===== config.mk =====
export PLATFORM = sky130hd
export DESIGN_NAME = ps2_rx_flat
export DESIGN_NICKNAME = d
export VERILOG_FILES = /design/src/rtl/ps2_rx_if.sv /design/src/rtl/ps2_rx.sv /design/src/flat_wrapper.sv
export SDC_FILE = /design/constraint.sdc
export NUM_CORES = 1
export LEC_CHECK = 0
export ABC_CLOCK_PERIOD_IN_PS = 2850
export CAP_MARGIN = 20
export CORE_ASPECT_RATIO = 0.7
export CORE_MARGIN = 2
export CORE_UTILIZATION = 51
export CTS_CLUSTER_SIZE = 12
export DETAILED_ROUTE_END_ITERATION = 8
export GPL_TIMING_DRIVEN = 0
export PLACE_DENSITY = 0.68
export SYNTH_ARGS = -nofsm -noshare
export SYNTH_HDL_FRONTEND = slang
export SYNTH_SLANG_ARGS = --single-unit

===== constraint.sdc =====
create_clock -name clk -period 2.85 [get_ports clk]
set_clock_uncertainty 0.05 [all_clocks]
set_input_delay 0.4275 -clock clk [delete_from_list [all_inputs] [get_ports clk]]
set_output_delay 0.4275 -clock clk [all_outputs]
set_load 0.05 [all_outputs]

===== src/rtl/ps2_rx_if.sv =====
// Read-side stream of the PS/2 receiver: FIFO head byte with valid/ready handshake.
// master = receiver (drives rd_valid/rd_data), slave = consumer (drives rd_ready).
interface ps2_rx_if;
  logic       rd_valid;
  logic [7:0] rd_data;
  logic       rd_ready;

  modport master (
    output rd_valid,
    output rd_data,
    input  rd_ready
  );

  modport slave (
    input  rd_valid,
    input  rd_data,
    output rd_ready
  );
endinterface


===== src/rtl/ps2_rx.sv =====
// PS/2 device-to-host frame receiver with first-word fall-through receive FIFO.
// Frame: start(0), 8 data bits LSB first, odd parity, stop(1), sampled on
// falling edges of the synchronized PS/2 clock. Frames that stall for
// TIMEOUT_CYC clk cycles are aborted.
// Optional feature: define PS2_RX_PARITY_CHECK_EN to reject frames whose
// parity bit does not give odd parity over the data byte; otherwise only the
// stop bit is checked.
module ps2_rx #(
  parameter int unsigned FIFO_DEPTH  = 8,
  parameter int unsigned TIMEOUT_CYC = 2000
) (
  input  logic    clk,
  input  logic    rst_n,
  input  logic    ps2_clk,
  input  logic    ps2_data,
  ps2_rx_if.master rd,
  output logic    overflow,
  output logic    frame_err
);

  localparam int unsigned AW = (FIFO_DEPTH > 1) ? $clog2(FIFO_DEPTH) : 1;
  localparam int unsigned CW = AW + 1;
  localparam int unsigned TW = (TIMEOUT_CYC > 1) ? $clog2(TIMEOUT_CYC + 1) : 1;

  typedef enum logic {
    IDLE,
    RECV
  } state_t;

  // ---------------------------------------------------------------------------
  // Input synchronization and falling-edge detection
  // ---------------------------------------------------------------------------
  logic [1:0] clk_sync;
  logic [1:0] dat_sync;
  logic       clk_prev;
  logic       ps2_edge;
  logic       sample;

  // Two-flop synchronizers plus one history flop; idle-high line state on reset.
  always_ff @(posedge clk or negedge rst_n) begin
    if (!rst_n) begin
      clk_sync <= '1;
      dat_sync <= '1;
      clk_prev <= 1'b1;
    end else begin
      clk_sync <= {clk_sync[0], ps2_clk};
      dat_sync <= {dat_sync[0], ps2_data};
      clk_prev <= clk_sync[1];
    end
  end

  assign ps2_edge = clk_prev & ~clk_sync[1];
  assign sample   = dat_sync[1];

  // ---------------------------------------------------------------------------
  // Frame assembly
  // ---------------------------------------------------------------------------
  state_t          state;
  logic [3:0]      bit_cnt;
  logic [9:0]      shreg;
  logic [TW-1:0]   to_cnt;

  logic            frame_done;
  logic            parity_ok;
  logic            frame_ok;
  logic            push_req;
  logic [7:0]      frame_byte;

  // On the completing edge the stop bit is still on the wire: shreg[8:1] holds
  // the data byte and shreg[9] the parity bit, so the frame is judged without
  // waiting for the final shift to land.
  assign frame_done = (state == RECV) && ps2_edge && (bit_cnt == 4'd10);
  assign frame_byte = shreg[8:1];

`ifdef PS2_RX_PARITY_CHECK_EN
  assign parity_ok = ^{frame_byte, shreg[9]};
`else
  assign parity_ok = 1'b1;
`endif

  assign frame_ok = sample & parity_ok;
  assign push_req = frame_done & frame_ok;

  // Receive FSM: start detection, bit shifting, completion check and timeout.
  always_ff @(posedge clk or negedge rst_n) begin
    if (!rst_n) begin
      state     <= IDLE;
      bit_cnt   <= '0;
      shreg     <= '0;
      to_cnt    <= '0;
      frame_err <= 1'b0;
    end else begin
      frame_err <= 1'b0;
      case (state)
        IDLE: begin
          to_cnt <= '0;
          if (ps2_edge) begin
            if (!sample) begin
              state   <= RECV;
              bit_cnt <= 4'd1;
            end else begin
              frame_err <= 1'b1;
            end
          end
        end
        RECV: begin
          if (ps2_edge) begin
            to_cnt <= '0;
            shreg  <= {sample, shreg[9:1]};
            if (bit_cnt == 4'd10) begin
              state     <= IDLE;
              bit_cnt   <= '0;
              frame_err <= ~frame_ok;
            end else begin
              bit_cnt <= bit_cnt + 4'd1;
            end
          end else if (to_cnt == TW'(TIMEOUT_CYC - 1)) begin
            state     <= IDLE;
            bit_cnt   <= '0;
            to_cnt    <= '0;
            frame_err <= 1'b1;
          end else begin
            to_cnt <= to_cnt + 1'b1;
          end
        end
        default: begin
          state   <= IDLE;
          bit_cnt <= '0;
          to_cnt  <= '0;
        end
      endcase
    end
  end

  // ---------------------------------------------------------------------------
  // Receive FIFO (first-word fall-through, no empty bypass)
  // ---------------------------------------------------------------------------
  logic [7:0]    mem [FIFO_DEPTH];
  logic [AW-1:0] wr_ptr;
  logic [AW-1:0] rd_ptr;
  logic [CW-1:0] count;
  logic          not_empty;
  logic          full;
  logic          pop;
  logic          push_ok;

  assign not_empty = (count != '0);
  assign full      = (count == CW'(FIFO_DEPTH));
  assign pop       = not_empty & rd.rd_ready;
  assign push_ok   = push_req & (~full | pop);

  assign rd.rd_valid = not_empty;
  // Storage is not reset; masking keeps the head at zero whenever nothing is queued.
  assign rd.rd_data  = not_empty ? mem[rd_ptr] : '0;

  // Storage write for accepted frames.
  always_ff @(posedge clk) begin
    if (push_ok) begin
      mem[wr_ptr] <= frame_byte;
    end
  end

  // Pointers, occupancy and sticky overflow.
  always_ff @(posedge clk or negedge rst_n) begin
    if (!rst_n) begin
      wr_ptr   <= '0;
      rd_ptr   <= '0;
      count    <= '0;
      overflow <= 1'b0;
    end else begin
      if (push_ok) begin
        wr_ptr <= wr_ptr + 1'b1;
      end
      if (pop) begin
        rd_ptr <= rd_ptr + 1'b1;
      end
      case ({push_ok, pop})
        2'b10:   count <= count + 1'b1;
        2'b01:   count <= count - 1'b1;
        default: count <= count;
      endcase
      if (push_req && !push_ok) begin
        overflow <= 1'b1;
      end
    end
  end

endmodule


===== src/flat_wrapper.sv =====
// flat-port wrapper written by rule: the top's interface ports become plain ports
module ps2_rx_flat 
#(
  parameter int unsigned FIFO_DEPTH  = 8,
  parameter int unsigned TIMEOUT_CYC = 2000
)
  (clk, rst_n, ps2_clk, ps2_data, overflow, frame_err, rd_rd_valid, rd_rd_data, rd_rd_ready);
  ps2_rx_if rd_i ();
  input  logic clk;
  input  logic rst_n;
  input  logic ps2_clk;
  input  logic ps2_data;
  output logic overflow;
  output logic frame_err;
  output wire logic [$bits(rd_i.rd_valid)-1:0] rd_rd_valid;
  output wire logic [$bits(rd_i.rd_data)-1:0] rd_rd_data;
  input wire logic [$bits(rd_i.rd_ready)-1:0] rd_rd_ready;
  assign rd_rd_valid = rd_i.rd_valid;
  assign rd_rd_data = rd_i.rd_data;
  assign rd_i.rd_ready = rd_rd_ready;
  ps2_rx #(.FIFO_DEPTH(FIFO_DEPTH), .TIMEOUT_CYC(TIMEOUT_CYC)) u_core (.clk(clk), .rst_n(rst_n), .ps2_clk(ps2_clk), .ps2_data(ps2_data), .rd(rd_i), .overflow(overflow), .frame_err(frame_err));
endmodule

# After elaboration in Yosys (flattened, before gate mapping)
# Memories as Yosys holds them, arrays and structs flattened.
# Cells that the tools add are included.
# word_totals
memories	1
inputBits	5
out_inout_bits	11
regBits	43
ramBits	64
# classes
eq_ne	8
bitwise_logic	9
reduce_logical	8
addsub	6
mux	25
# memory_table
memory	depth	word_bits	read_ports	rd_clocked_by_memory_dff	wr	line_no	source
u_core.mem	8	8	1	0	1	ps2_rx.sv:138	logic [7:0] mem [FIFO_DEPTH];
# ops
operator	n
2-to-1 mux 11 bit	2
one-hot mux 11 bit (2 select lines)	1
2-to-1 mux 4 bit	5
one-hot mux 4 bit (2 select lines)	2
2-to-1 mux 1 bit	12
adder 11 x 1 -> 11 bit (second input constant)	1
== test 11 bit (second input constant)	1
adder 4 x 1 -> 4 bit (second input constant)	2
== test 4 bit (second input constant)	2
2-to-1 mux 8 bit	1
adder 3 x 1 -> 3 bit (second input constant)	2
bitwise AND 1 bit	4
NOT 1 bit	4
one-hot mux 1 bit (2 select lines)	2
nonzero test 4 bit	1
subtractor 4 x 1 -> 4 bit (second input constant)	1
logical AND 1 bit	3
inequality test 3 x 2 -> 1 bit (second input constant)	1
AND reduction 3 bit	1
== test 2 x 1 -> 1 bit (second input constant)	1
== test 2 bit (second input constant)	1
inequality test 2 x 1 -> 1 bit (second input constant)	1
inequality test 2 bit (second input constant)	1
AND reduction 2 bit	1
3 further kinds	3

# Logic depth before layout (Yosys ltp)
# Gate-level depths: netlist (run 1).
# depth
ltp_word	8
depth_mapped	11
depth_no_buf	10

# Least setup slack after synthesis (run 1)
# OpenSTA, ideal clock, no wires.
# synth_path
kind	register -> register
startpoint	register u_core.bit_cnt[0]
endpoint	memory u_core.mem[0][0], enable pin
arrival_ns	2.115
n_path_buf	2
setup_ns	0.395
slack_ns	0.290
path_stages_with_launch	9
period_less_slack_ns	2.560
cell_sequence	dfrtp_1 inv_1 ha_1 and3b_1 buf_6 nand3_2 or2_1 buf_6 nor4_1
# synth_between
elab_chain_len	6
# synth_rtl
element	line_no	source
from (decl)	ps2_rx.sv:59	logic [3:0] bit_cnt;
from (signal assigned)	ps2_rx.sv:115	bit_cnt <= bit_cnt + 4'd1;
== test 4 bit	ps2_rx.sv:72	assign frame_done = (state == RECV) && ps2_edge && (bit_cnt == 4'd10);
logical AND 1 bit	ps2_rx.sv:72	
bitwise AND 1 bit	ps2_rx.sv:82	assign push_req = frame_done & frame_ok;
bitwise AND 1 bit	ps2_rx.sv:150	assign push_ok = push_req & (~full | pop);
2-to-1 mux 1 bit	ps2_rx.sv:158	if (push_ok) begin
2-to-1 mux 1 bit (not written as such)	ps2_rx.sv:159	mem[wr_ptr] <= frame_byte;
to (decl)	ps2_rx.sv:138	
# Every way passes these cells.

# Worst setup path after layout (run 1)
# layout_path
startpoint	register u_core.count[2]
endpoint	output port rd_rd_valid
# layout_between
elab_chain_len	1
# layout_rtl
element	line_no	source
from (decl)	ps2_rx.sv:141	logic [CW-1:0] count;
from (signal assigned)	ps2_rx.sv:178	2'b10: count <= count + 1'b1;
from (signal assigned)	ps2_rx.sv:179	2'b01: count <= count - 1'b1;
from (signal assigned)	ps2_rx.sv:180	default: count <= count;
nonzero test 4 bit	ps2_rx.sv:147	assign not_empty = (count != '0);
to (decl)	flat_wrapper.sv:15	output wire logic [$bits(rd_i.rd_valid)-1:0] rd_rd_valid;
# Every way passes these cells.

==> results of run 1 <==
-- cell usage after synthesis, types with 2 or more instances --
cell / number
xnor2_1: 10
xor2_1: 5
edfxtp_1: 64
and3_1: 2
nand4_1: 2
buf_6: 2
a21oi_1: 3
dfrtp_1: 37
a21o_1: 3
clkbuf_1: 5
and4_1: 2
dfstp_2: 5
nor2_1: 25
nor2b_1: 3
ha_1: 7
mux2_2: 2
inv_1: 7
o21ai_0: 3
nand2_1: 44
and3b_1: 2
nor3_1: 5
mux4_2: 16
a31oi_1: 2
nand2b_1: 4
mux2i_1: 9
buf_2: 2
nand3_1: 5
-- what timing repair did --
| action | in CTS | in global routing |
|---|---|---|
| gates cloned | 0 | 0 |
| endpoints found under the hold margin | 12 | 0 |
| setup endpoints to repair | 8 | 9 |
| resized for setup | 14 | 17 |
| hold buffers | 1 | 0 |
-- kinds of logic after synthesis --
| kind of cell | synth area share |
|---|---|
| buffers and inverters | 0.0195 |
| AND/OR/NAND/NOR | 0.111 |
| XOR/XNOR | 0.0297 |
| multiplexers | 0.107 |
| AO/OA/AOI/OAI | 0.0367 |
| flip-flops | 0.672 |
| adder cells (fa/ha/maj) | 0.0243 |
-- power groups by stage --
| stage | logic (uW) | clock network (uW) | registers [uW] |
|---|---|---|---|
| detailed placement | 1500 | 0 | 2060 |
| finish | 1390 | 1130 | 2050 |
| global route | 1510 | 1220 | 2080 |
| CTS | 1430 | 1160 | 2050 |
| global placement | 1470 | 0 | 2040 |
| floorplan | 1120 | 0 | 1990 |
-- sequential cells by signal (all words and copies together) (netlist names) --
signal,cells
u_core.mem,64
u_core.to_cnt,11
u_core.shreg,9
u_core.bit_cnt,4
u_core.count,4
u_core.rd_ptr,3
u_core.wr_ptr,3
u_core.clk_sync,2
u_core.dat_sync,2
u_core.clk_prev,1
u_core.frame_err,1
u_core.overflow,1
u_core.state,1
-- cells in the final DEF (no fill, tap or decap), types with 7 or more instances in the layout --
cell	synthesis	layout
clkbuf_16	0	9
clkbuf_2	1	9
dfrtp_1	37	37
edfxtp_1	64	64
ha_1	7	7
inv_1	7	7
mux2i_1	9	9
mux4_2	16	16
nand2_1	44	44
nor2_1	25	25
xnor2_1	10	10
-- worst max-delay path by stage --
stage / slack [ps] / startpoint / end / depth (start not counted)
2_1_floorplan: 290 / u_core.bit_cnt[0] / u_core.mem[0][0] / 8
3_3_place_gp: -440 / rd_rd_ready / u_core.mem[0][2] / 5
3_5_place_dp: -320 / u_core.rd_ptr[1] / rd_rd_data[5] / 6
4_1_cts: 20 / u_core.rd_ptr[0] / rd_rd_data[3] / 6
5_1_grt: 9 / u_core.count[2] / rd_rd_valid / 3
6_report: 120 / u_core.count[2] / rd_rd_valid / 3
-- through the flow --
stage          setup TNS (ps)  cell area, sq um  utilization  worst slack (ps)  hold WS, ps
2_1_floorplan               0              4430            -               290         81.9
3_5_place_dp            -2450              4790        0.567              -319          297
5_1_grt                     0              5050        0.598              8.52          309
3_3_place_gp            -8820              4730        0.560              -437          296
6_report                    0              5050        0.598               122          306
4_1_cts                     0              5070        0.601              18.9          307
-- layout make-up --
cell class              instances  area, sq um
plain buffers                  10         66.3
clock buffers                  12          246
clock inverters                 4         27.5
fillers                       649         3400
inverters                       7         26.3
multi-input cells             171         1380
flip-flops and latches        106         2980
well taps                     120          150
repair buffers                 22          173
-- layer usage --
metal	up-vias	share of wire	global-route usage
li1	1140	-	-
met1	1199	0.49	0.278
met2	56	0.45	0.271
met3	4	0.055	0.0443
met4	0	0.0062	0.0506
met5	-	0	0
==> flow_metrics.tcl, run 1 <==
set metrics [dict create \
    status "completed" \
    cp.buffers_inverters 2 \
    fin_nets 340 \
    r2r_setup_slack_ps 210 \
    rsz0062_at_grt "false" \
    synth.avg_cell_area_sq_um 15.0 \
    cts.clk_slew.worst_paths_ps 70 \
    p_leak_uw 0.00197 \
    finalSetupViolCount 0 \
    worst_setup_path_end_kind "primary output" \
    die_x_um 115 \
    postRouteAntennaNets 0 \
    rr_worst_depth 9 \
    ys_seq_area_frac 0.672 \
    ys_types 46 \
    row_count 28 \
    clock_latency_ps 330 \
    crit_family "buffers and inverters" \
    num_antenna_cells 0 \
    die-area_sq_um 9460 \
    max_freq_ghz 0.367 \
    syn_area_sq_um 4430 \
    cts.sinks 106 \
    critPathMaxFanout 10 \
    slew_violations 0 \
    hold_end "u_core.dat_sync[1]" \
    crit_chain "nor4_4, inv_1, clkdlybuf4s50_1" \
    hp-start "u_core.dat_sync[0]" \
    grt_pass1_vias 2315 \
    period_minus_slack_ps 2730 \
    wl_per_cell_um 17.1 \
    start_util 0.525 \
    fin_cells 452 \
    synth_edf_count 64 \
    tightest_slew_ps 769 \
    synth_ff_type "edfxtp_1" \
    power_density_nw_per_um2 905 \
    clkPwrFrac 0.247 \
    power_frac_comb 0.304 \
    fin_crit_sh 0.957 \
    drc 0 \
    p_switching_uw 1590 \
    hold_path.class "flop to flop" \
    arrival_ps 2250 \
    synth_area_leader_cell "edfxtp_1" \
    overflow 0 \
    cp_slowest_stage_delay_ps 710 \
    reg2reg_to "u_core.mem[1][7]" \
    yosysTopAreaCellShare 0.434 \
    slew_headroom 0.485 \
    place_congestion 0.773 \
    die_h_um 82.0 \
    synth-async-reset-ratio 0.396 \
    ir_drop_mv 0.373 \
    grt.total_usage 0.184 \
    root_buffer "clkbuf_16" \
    core_area_sq_um 8440 \
    clock_path_buffers 2 \
    final_hold_viol_count 0 \
    synth_seq_cells 106 \
    maxCapViolCount 0 \
    power_switching_share 0.347 \
    io_pins 16 \
    syn_inst 295 \
    drtIter0Drc 176 \
    totalPowerFinal_uw 4570 \
    grt_max_degree 26 \
    htreeDepth 3 \
    start_kind "flop" \
    power_frac_seq 0.450 \
    cts_buffers 9 \
    io_buffers 15 \
    syn2layout_area_growth_pct 13.9 \
    drt-total-wl_um 7730 \
    intPower_uw 2980 \
    dpl.cell_count 436 \
    cts_tree "done" \
    dr.pass1.iters 5 \
    cp.required_ps 2370 \
    antenna_found_initial 0 \
    place_hpwl_um 5470 \
    cpMaxStageDelayCell "clkdlybuf4s50_1" \
    vias_per_cell 5.31 \
    worstSetupPathType "flop to primary output" \
    cts_setup_buffers 0 \
    whs_path_depth 0 \
    grt_pass1_wl_um 12600 \
    num_vias 2399 \
    r2r-start "u_core.bit_cnt[0]" \
    synth_area_leaders "edfxtp_1, dfrtp_1, mux4_2" \
    drive_above_1_share 0.199 \
    synth_fp_nets 308 \
    yosysWarningCount 0 \
]
(Power assumes the default switching activity.)
==> run 2, diff against run 1 <==
--- a/config.mk
+++ b/config.mk
@@ -7,5 +7,4 @@
 export LEC_CHECK = 0
 export ABC_CLOCK_PERIOD_IN_PS = 2850
-export CAP_MARGIN = 20
 export CORE_ASPECT_RATIO = 0.7
 export CORE_MARGIN = 2
==> constraint.sdc (replaced) <==
create_clock -name clk -period 2.85 [get_ports clk]
set_clock_uncertainty 0.05 [all_clocks]
set_input_delay 0.57 -clock clk [delete_from_list [all_inputs] [get_ports clk]]
set_output_delay 0.57 -clock clk [all_outputs]
set_load 0.05 [all_outputs]
==> flow_metrics.tcl, run 2 (same netlist as run 1, synthesis figures left out) <==
set metrics [dict create \
    top_register "u_core.mem" \
    power_density_nw_per_um2 919 \
    vias_per_cell 5.32 \
    power_frac_comb 0.302 \
    io_buffers 15 \
    ir_drop_mv 0.359 \
    die_h_um 82.0 \
    grt.total_usage 0.184 \
    fin_ws_ps 141 \
    rr_worst_depth 11 \
    critPathMaxFanout 10 \
    final_cell_mix "edfxtp_1, nand2_1, dfrtp_1" \
    row_count 28 \
    drtIter0Drc 170 \
    final_hold_viol_count 0 \
    start_kind "flop" \
    drive_above_1_share 0.201 \
    holdBufCountCts 0 \
    grt_max_degree 26 \
    drc 0 \
    cp.required_ps 2230 \
    max_freq_ghz 0.369 \
    clock_path_buffers 2 \
    grt_pass1_wl_um 12600 \
    root_buffer "clkbuf_16" \
    status "completed" \
    slew_violations 0 \
    htreeDepth 3 \
    p_switching_uw 1580 \
    syn2layout_area_growth_pct 14.1 \
    place_congestion 0.773 \
    intPower_uw 3060 \
    dr.pass1.iters 4 \
    die-area_sq_um 9460 \
    fin_tns_setup_ps 0 \
    reg_top3 "u_core.mem (64), u_core.to_cnt (11), u_core.shreg (9)" \
    cts_tree "done" \
    nFillCells 661 \
    rsz0062_at_grt "false" \
    grt_pass1_vias 2369 \
    final_common_cell "edfxtp_1" \
    cts.sinks 106 \
    start_util 0.525 \
    postRouteAntennaNets 0 \
    p_leak_uw 0.00195 \
    wl_per_cell_um 17.4 \
    maxCapViolCount 0 \
    power_frac_seq 0.443 \
    die_x_um 115 \
    core_area_sq_um 8440 \
    clock_latency_ps 330 \
    arrival_ps 2090 \
    cts.clk_slew.worst_paths_ps 70 \
    num_antenna_cells 0 \
    power_switching_share 0.341 \
    fin_nets 336 \
    tightest_slew_ps 786 \
    hold_path.class "primary input to async pin" \
    slew_headroom 0.474 \
    largest_reg_flops 64 \
    place_hpwl_um 5340 \
    pre_cts_slack_ps -456 \
    antenna_found_initial 0 \
    worstSetupPathType "flop to primary output" \
    overflow 0 \
    finalSetupViolCount 0 \
    drt-total-wl_um 7810 \
    clkPwrFrac 0.256 \
    totalPowerFinal_uw 4640 \
    fin_crit_sh 0.950 \
    worst_setup_path_end_kind "primary output" \
    cts_buffers 9 \
    period_minus_slack_ps 2710 \
    num_vias 2385 \
    io_pins 16 \
]
==> run 2: final timing paths <==
path	start	endpoint	slack (ps)
min	rst_n	u_core.bit_cnt[3]	120
min reg2reg	u_core.dat_sync[0]	u_core.dat_sync[1]	310
max reg2reg	u_core.bit_cnt[0]	u_core.count[3]	240
max	u_core.rd_ptr[0]	rd_rd_data[5]	140
min in group clk	u_core.dat_sync[0]	u_core.dat_sync[1]	310
max in group asynchronous	rst_n	u_core.count[3]	2150
==> run 2: area by class of cell <==
class | instances | area (sq um) | area share
Buffer | 10 | 72.6 | 0.0144
Clock buffer | 12 | 236 | 0.0468
Clock inverter | 4 | 51.3 | 0.0102
Inverter | 7 | 26.3 | 0.00520
Multi-Input combinational cell | 171 | 1400 | 0.277
Sequential cell | 106 | 2980 | 0.590
Tap cell | 120 | 150 | 0.0297
Timing Repair Buffer | 18 | 140 | 0.0277
==> run 2: stage by stage <==
| step | hold WS [ps] | area, sq um | instances | util |
|---|---|---|---|---|
| floorplan | 224 | 4430 | 295 | - |
| global placement | 296 | 4730 | 430 | 0.560 |
| detailed placement | 297 | 4760 | 432 | 0.564 |
| CTS | 117 | 5050 | 448 | 0.598 |
| global route | 136 | 5050 | 448 | 0.599 |
| finish | 115 | 5050 | 448 | 0.599 |
==> run 2: routing by layer <==
metal  routed length [um]  part of all wire  GRT usage
met1                 3810              0.49      0.276
met2                 3490              0.45      0.270
met3                  453             0.058     0.0428
met4                   55            0.0070     0.0542
met5                    0                 0          0
==> run 2: worst max-delay path, cell delays in order (launching register included) <==
cell	delay (ps)
dfrtp_1	350
buf_4	220
buf_8	200
mux4_2	550
mux2i_1	180
nor2_1	50
buf_2	210
==> run 2: timing repair <==
item	CTS	global route
setup endpoints to repair	33	11
gates resized for setup	44	7
setup buffers	1	0
pin swaps	1	0
==> run 2: power by group through the flow <==
stage	Combinational, uW	Sequential [uW]	Clock (uW)
after global routing	1520	2080	1280
after detailed placement	1500	2060	0
final	1400	2050	1190
after CTS	1430	2050	1220
after floorplan	1120	1990	0
after global placement	1470	2040	0
